==> src/rtl/uart_tx_fifo_if.sv <==
// uart_tx_fifo_if: byte valid/ready handshake feeding the UART transmitter FIFO.
interface uart_tx_fifo_if;
    logic [7:0] tx_data;
    logic       tx_valid;
    logic       tx_ready;
    modport master (output tx_data, tx_valid, input tx_ready);
    modport slave  (input tx_data, tx_valid, output tx_ready);
endinterface

==> src/rtl/uart_tx_fifo.sv <==
// uart_tx_fifo: FIFO-buffered 8N1 UART transmitter with host clear-to-send gating.
module uart_tx_fifo #(
    parameter int CLK_DIV = 868,
    parameter int DEPTH   = 4
) (
    input  logic                     clk,
    input  logic                     rst_n,
    uart_tx_fifo_if.slave            tx,
    input  logic                     cts_n_i,
    output logic                     txd_o,
    output logic                     busy_o,
    output logic [$clog2(DEPTH):0]   fifo_count_o
);
    localparam int AW = $clog2(DEPTH);
    localparam int CW = $clog2(CLK_DIV);
    localparam logic [CW-1:0] CNT_MAX = CW'(CLK_DIV - 1);
    typedef enum logic [1:0] {IDLE, START, DATA, STOP} state_t;
    state_t        state_q;
    logic [7:0]    mem_q [DEPTH];
    logic [AW-1:0] wr_ptr_q, rd_ptr_q;
    logic [AW:0]   count_q, count_d;
    logic [1:0]    cts_q;
    logic [CW-1:0] cnt_q;
    logic [2:0]    idx_q;
    logic [7:0]    sh_q;
    logic          txd_q, push, pop, bit_end;
    assign tx.tx_ready  = count_q != (AW+1)'(DEPTH);
    assign push         = tx.tx_valid && tx.tx_ready;
    assign bit_end      = cnt_q == CNT_MAX;
    // A frame starts from IDLE or straight out of a finished stop bit, so back-to-back frames have no gap
    assign pop          = (state_q == IDLE || (state_q == STOP && bit_end)) && count_q != '0 && !cts_q[1];
    assign count_d      = count_q + (AW+1)'(push) - (AW+1)'(pop);
    assign txd_o        = txd_q;
    assign busy_o       = state_q != IDLE;
    assign fifo_count_o = count_q;
    always_ff @(posedge clk or negedge rst_n)
        if (!rst_n) begin
            wr_ptr_q <= '0;
            rd_ptr_q <= '0;
            count_q  <= '0;
            cts_q    <= 2'b11;
        end else begin
            wr_ptr_q <= wr_ptr_q + AW'(push);
            rd_ptr_q <= rd_ptr_q + AW'(pop);
            count_q  <= count_d;
            cts_q    <= {cts_q[0], cts_n_i};
        end
    always_ff @(posedge clk)
        if (push) mem_q[wr_ptr_q] <= tx.tx_data;
    always_ff @(posedge clk or negedge rst_n)
        if (!rst_n) begin
            state_q <= IDLE;
            cnt_q   <= '0;
            idx_q   <= '0;
            sh_q    <= '0;
            txd_q   <= 1'b1;
        end else if (pop) begin
            state_q <= START;
            cnt_q   <= '0;
            idx_q   <= '0;
            sh_q    <= mem_q[rd_ptr_q];
            txd_q   <= 1'b0;
        end else if (state_q != IDLE) begin
            cnt_q <= bit_end ? '0 : cnt_q + CW'(1);
            if (bit_end)
                case (state_q)
                    START: begin
                        state_q <= DATA;
                        txd_q   <= sh_q[0];
                        sh_q    <= sh_q >> 1;
                    end
                    DATA: if (idx_q == 3'd7) begin
                        state_q <= STOP;
                        txd_q   <= 1'b1;
                    end else begin
                        idx_q <= idx_q + 3'd1;
                        txd_q <= sh_q[0];
                        sh_q  <= sh_q >> 1;
                    end
                    default: state_q <= IDLE;
                endcase
        end
endmodule

==> src/flat_wrapper.sv <==
// flat-port wrapper written by rule: the top's interface ports become plain ports
module uart_tx_fifo_flat 
#(
    parameter int CLK_DIV = 868,
    parameter int DEPTH   = 4
)
  (clk, rst_n, cts_n_i, txd_o, busy_o, fifo_count_o, tx_tx_data, tx_tx_valid, tx_tx_ready);
  uart_tx_fifo_if tx_i ();
  input  logic clk;
  input  logic rst_n;
  input  logic cts_n_i;
  output logic txd_o;
  output logic busy_o;
  output logic [$clog2(DEPTH):0] fifo_count_o;
  input wire logic [$bits(tx_i.tx_data)-1:0] tx_tx_data;
  input wire logic [$bits(tx_i.tx_valid)-1:0] tx_tx_valid;
  output wire logic [$bits(tx_i.tx_ready)-1:0] tx_tx_ready;
  assign tx_i.tx_data = tx_tx_data;
  assign tx_i.tx_valid = tx_tx_valid;
  assign tx_tx_ready = tx_i.tx_ready;
  uart_tx_fifo #(.CLK_DIV(CLK_DIV), .DEPTH(DEPTH)) u_core (.clk(clk), .rst_n(rst_n), .tx(tx_i), .cts_n_i(cts_n_i), .txd_o(txd_o), .busy_o(busy_o), .fifo_count_o(fifo_count_o));
endmodule
==> config.mk <==
export PLATFORM = sky130hd
export DESIGN_NAME = uart_tx_fifo_flat
export DESIGN_NICKNAME = d
export VERILOG_FILES = /design/src/rtl/uart_tx_fifo_if.sv /design/src/rtl/uart_tx_fifo.sv /design/src/flat_wrapper.sv
export SDC_FILE = /design/constraint.sdc
export NUM_CORES = 1
export LEC_CHECK = 0
export ABC_AREA = 1
export BUFFER_PORTS_ARGS = -buffer_cell sky130_fd_sc_hd__buf_2
export CAP_MARGIN = 20
export CELL_PAD_IN_SITES_DETAIL_PLACEMENT = 1
export CELL_PAD_IN_SITES_GLOBAL_PLACEMENT = 1
export CORE_ASPECT_RATIO = 0.5
export CORE_MARGIN = 2
export CORE_UTILIZATION = 51
export CTS_CLUSTER_DIAMETER = 200
export CTS_CLUSTER_SIZE = 14
export DETAILED_ROUTE_END_ITERATION = 16
export PLACE_DENSITY_LB_ADDON = 0.25
export SLEW_MARGIN = 10
export SYNTH_ARGS = -nofsm -noshare
export SYNTH_HDL_FRONTEND = slang
export SYNTH_SLANG_ARGS = --single-unit
==> constraint.sdc <==
create_clock -name clk -period 5 [get_ports clk]
set_input_delay 0.5 -clock clk [delete_from_list [all_inputs] [get_ports clk]]
set_output_delay 0.5 -clock clk [all_outputs]
set_load 0.03 [all_outputs]
# Word-level counts from Yosys, hierarchy flattened
# Memories as Yosys holds them, arrays and structs flattened.
# Cells that the tools add are included.
[classes]
addsub = 6
multipliers = 0
n_div = 0
order_cmp = 0
eq_ne = 9
shift = 0
mux = 25
n_bitwise = 0
n_reduce_logical = 17
[op_table]
columns = ["cell", "count"]
rows = [
  ["8-bit two-way mux", 4],
  ["10-bit two-way mux", 3],
  ["8-bit case mux with 2 select lines", 1],
  ["3-bit two-way mux", 5],
  ["10-bit by 1-bit adder with 10-bit output, second input constant", 1],
  ["10-bit equality test, second input constant", 1],
  ["2-bit two-way mux", 4],
  ["4-bit AND reduction", 2],
  ["2-bit nonzero test", 4],
  ["1-bit two-way mux", 6],
  ["3-bit AND reduction", 2],
  ["3-bit nonzero test", 2],
  ["2-bit by 1-bit adder with 2-bit output", 2],
  ["2-bit equality test, second input constant", 2],
  ["1-bit logical AND", 4],
  ["2-bit case mux with 2 select lines", 1],
  ["3-bit by 1-bit adder with 3-bit output", 1],
  ["3-bit by 1-bit adder with 3-bit output, second input constant", 1],
  ["3-bit equality test, second input constant", 1],
  ["3-bit by 1-bit != test with 1-bit output, second input constant", 1],
  ["3-bit by 2-bit != test with 1-bit output, second input constant", 1],
  ["3-bit != test, second input constant", 1],
  ["3-bit by 1-bit subtractor with 3-bit output", 1],
  ["2-bit by 1-bit equality test with 1-bit output, second input constant", 1],
  ["5 further kinds", 5],
]
[word_totals]
regBits = 33
latch_bits = 0
ram_bits = 32
mem_bits_ro = 0
input_bits = 12
output_inout_bits = 6
wordCells = 67
memories = 1
[memory_table]
columns = ["memory", "depth", "word_bits", "read_ports", "rd_ports_with_merged_regs", "wr", "line_no", "source"]
rows = [
  ["u_core.mem_q", 4, 8, 1, 0, 1, "uart_tx_fifo.sv:19", "logic [7:0] mem_q [DEPTH];"],
]

# Longest topological paths before layout
[depth]
word_depth = 7
depth_mapped = 12
depth_no_buf = 12

# Worst setup path after synthesis
# Ideal clock, no wire load.
[synth_timing]
kind = "register -> register"
start = "register u_core.state_q[0]"
end = "register u_core.count_q[2], in the netlist u_core.fifo_count_o[2]"
setup_time_ns = 0.129
arrival_time_ns = 2.238
t_required_ns = 4.871
path_slack_ns = 2.633
path_stages_with_launch = 12
path_buffers = 0
synth_period_minus_slack_ns = 2.367
cell_sequence = "dfrtp_1 -> inv_1 -> ha_1 -> inv_1 -> nand2_4 -> nand2_4 -> inv_1 -> ha_1 -> inv_1 -> ha_1 -> fa_1 -> xor2_1"
[synth_via]
elab_chain_cells = 6
elab_cells_between_ends = 7
classes_between = "1 x add/sub; 1 x eq/ne; 5 x reduce/logical"
[synth_lines]
columns = ["element", "line_no", "source"]
rows = [
  ["start, declared", "uart_tx_fifo.sv:18", "state_t state_q;"],
  ["start signal, assigned", "uart_tx_fifo.sv:52", "state_q <= IDLE;"],
  ["start signal, assigned", "uart_tx_fifo.sv:58", "state_q <= START;"],
  ["start signal, assigned", "uart_tx_fifo.sv:68", "state_q <= DATA;"],
  ["2-bit equality test", "uart_tx_fifo.sv:31", "assign pop = (state_q == IDLE || (state_q == STOP && bit_end)) && count_q != '0 && !cts_q[1];"],
  ["1-bit logical AND", "uart_tx_fifo.sv:31", ""],
  ["1-bit logical OR *", "uart_tx_fifo.sv:31", ""],
  ["1-bit logical AND * (2 in series)", "uart_tx_fifo.sv:31", ""],
  ["3-bit by 1-bit subtractor with 3-bit output *", "uart_tx_fifo.sv:32", "assign count_d = count_q + (AW+1)'(push) - (AW+1)'(pop);"],
  ["via u_core.count_d[2]", "uart_tx_fifo.sv:21", "logic [AW:0] count_q, count_d;"],
  ["end signal, assigned", "uart_tx_fifo.sv:45", "count_q <= count_d;"],
  ["end, declared", "uart_tx_fifo.sv:21", ""],
]
# The timed path passes the listed nets; every way through them passes the cells marked *.
# A chain may end at the register's enable or synchronous reset.

# Worst setup path in the final report
# Same ends and word-level chain as after synthesis.

==> results.cfg <==
[run_status]
status = complete, no violations

[setup_path]
cp_max_fo = 15
critPathLaunchType = flop
r2r_start = u_core.state_q[0]
path_buf_inv = 4
crit_type = flop to flop
critPathMaxStageDelay_ns = 0.40
cp_data_arrival_time_ns = 2.74
cp_top_family = adder cells
crit_top_cell = inv_1
crit_chain = inv_1 > ha_1 > inv_1 > nand2_4 > nand2_4 > inv_1 > ha_1 > inv_1 > ha_1 > fa_1 > xor2_1
timing.critical_path.slowest_stage_cell = fa_1
worstPathRequired_ns = 5.21
critPathCaptureType = flop
startpoint = u_core.state_q[0]

[yosys]
synthDistinctLibCells = 34
synthTopCellsByCount = nand2_1, edfxtp_1, dfrtp_1
yosysMostFrequentCell = nand2_1
synth_seq_cells = 65
synthCells = 287
syn-mean-instance-area_sq_um = 10.4
yosysTopAreaCellShare_pct = 32.3
netlist.top_cell.by_area = edfxtp_1
synthFlopType = edfxtp_1
synth-seq-area-share_pct = 60.2
syn_nets = 310
syn_area_sq_um = 2980
netlist_top_cells_area = edfxtp_1, dfrtp_1, nand2_1
ys_warn_count = 0
async_flop_share_pct = 50.8
synth-edff-count = 32

[pwr]
power.leakage_nw = 1.53
ir_drop_mv = 0.371
power_density_nw_per_um2 = 639

[floorplan]
pin_count = 18
rows = 19
die_y_um = 58.0
core_area_sq_um = 5560
fp.dieArea_sq_um = 6500
start_util_pct = 53.5
die_w_um = 112

[clock_tree]
cts_buffer_depth = 2
cts_resized = 0
clkTransAtPathRegs_ns = 0.06
cts.sinks = 65
cts.htree.levels = 3
cts_tree = done
post_cts_buffers = 0
clk_latency_ns = 0.33
cts_buffers = 9
ctsRootBufferMaster = clkbuf_16
cts_hold_buf = 0

[timing]
slew_viol_final = 0
worstMarginPinSlew_ns = 0.747
period_share_pct = 50.6
timing.final.ws_setup_ns = 2.47
finalHoldViolations = 0
rsz0062_at_grt = no
finalSetupViolCount = 0
holdWs_ns = 0.236
relSlewSlack_pct = 50.2
period_minus_slack_ns = 2.53
fin_setup_tns_ns = 0
skew_ns = 0.00437
fmax_mhz = 395

[placement]
routabilityCongestion = 0.750
hpwl_um = 4110
portBuffers = 17
dp_slack_ns = 2.50
place_area_sq_um = 3140

[final_layout]
fill_cells = 612
diodes = 0
drive_gt1_share_pct = 17.9
finish.utilization_pct = 61.8
final_area_sq_um = 3440
nets = 337
syn_to_final_growth_pct = 15.4

[detailed_routing]
first_iter_violations = 109
drtAntennaViolNets = 0
route.detailed.drc = 0
finalWirelength_um = 6260
wire_per_inst_um = 16.0
vias_per_cell = 5.37
first_pass_iters = 4
via_count = 2100

[global_routing]
track_usage_pct = 22.5
grt_overflow = 0
grt_pass1_vias = 2224
grt_first_pass_wirelength_um = 11000
grt_max_degree = 34
antenna_found_initial = 0

[run]
drv_cap = 0

[min_path]
hp-class = primary input to async pin
per-layer routing:
metal  track usage (%)  vias up  part of all wire [%]
li1                  -     1011                     -
met1              27.9     1038                    45
met2              38.0       35                    49
met3              6.69       16                   3.8
met4              9.06        0                   2.0
met5                 0        -                     0
area by class of cell:
cell class | instances | area, sq um | area share, %
clock buffers | 9 | 225 | 6.55
clock inverters | 6 | 67.6 | 1.97
inverters | 32 | 125 | 3.64
multi-input cells | 185 | 1020 | 29.7
flip-flops and latches | 65 | 1790 | 52.1
well taps | 73 | 91.3 | 2.66
repair buffers | 21 | 115 | 3.35
flip-flops by register name, indices dropped and copies added, names as in the netlist:
| signal | count |
|---|---|
| u_core.mem_q | 32 |
| u_core.cnt_q | 10 |
| u_core.sh_q | 8 |
| u_core.fifo_count_o | 3 |
| u_core.idx_q | 3 |
| u_core.cts_q | 2 |
| u_core.rd_ptr_q | 2 |
| u_core.state_q | 2 |
| u_core.wr_ptr_q | 2 |
| u_core.txd_o | 1 |
worst paths after layout:
path,endpoint,cells past startpoint,slack (ns)
setup / recovery,u_core.fifo_count_o[2],11,2.47
hold / removal,u_core.cnt_q[5],1,0.24
setup reg to reg,u_core.fifo_count_o[2],11,2.47
hold reg to reg,u_core.cts_q[1],0,0.36
max in group asynchronous,u_core.cnt_q[7],1,4.29
min in group clk,u_core.cts_q[0],1,0.27
metrics by stage:
step	power [mW]	cells
3_3_place_gp	1.52	376
4_1_cts	2.21	391
5_1_grt	2.35	391
6_report	2.20	391
2_1_floorplan	1.37	287
3_5_place_dp	1.57	376
layout by cell type (no fill, tap or decap), types with 4 or more instances in the layout:
master	count
nand2_4	4
inv_1	28
edfxtp_1	32
nand3_1	18
nand2_1	62
buf_4	4
o21ai_0	22
nor3_1	4
buf_2	17
o22ai_1	8
ha_1	10
nor2_1	25
nand2_2	5
dfrtp_1	30
a21oi_1	5
clkbuf_16	9
o21ai_1	5
xor2_1	5
worst reg2reg max path, stage by stage (launching register included):
cell and delay (ns):
dfrtp_1 0.37, inv_1 0.08, ha_1 0.22, inv_1 0.19, nand2_4 0.13, nand2_4 0.19
inv_1 0.13, ha_1 0.29, inv_1 0.04, ha_1 0.20, fa_1 0.40, xor2_1 0.17
where the power goes:
part / leakage (nW) / internal, mW / switching, mW / total (mW)
Combinational: 0.681 / 0.247 / 0.518 / 0.765
Sequential: 0.711 / 0.712 / 0.105 / 0.817
Clock: 0.138 / 0.385 / 0.229 / 0.613
cell families after synthesis:
logic type | Yosys count | synth area share, %
compound gates | 43 | 8.11
xor+xnor | 6 | 1.77
fa+ha+maj | 11 | 4.88
buf+inv | 37 | 5.55
flops | 65 | 60.2
simple gates | 125 | 19.5
No activity file was read; power rests on OpenSTA's default activity.
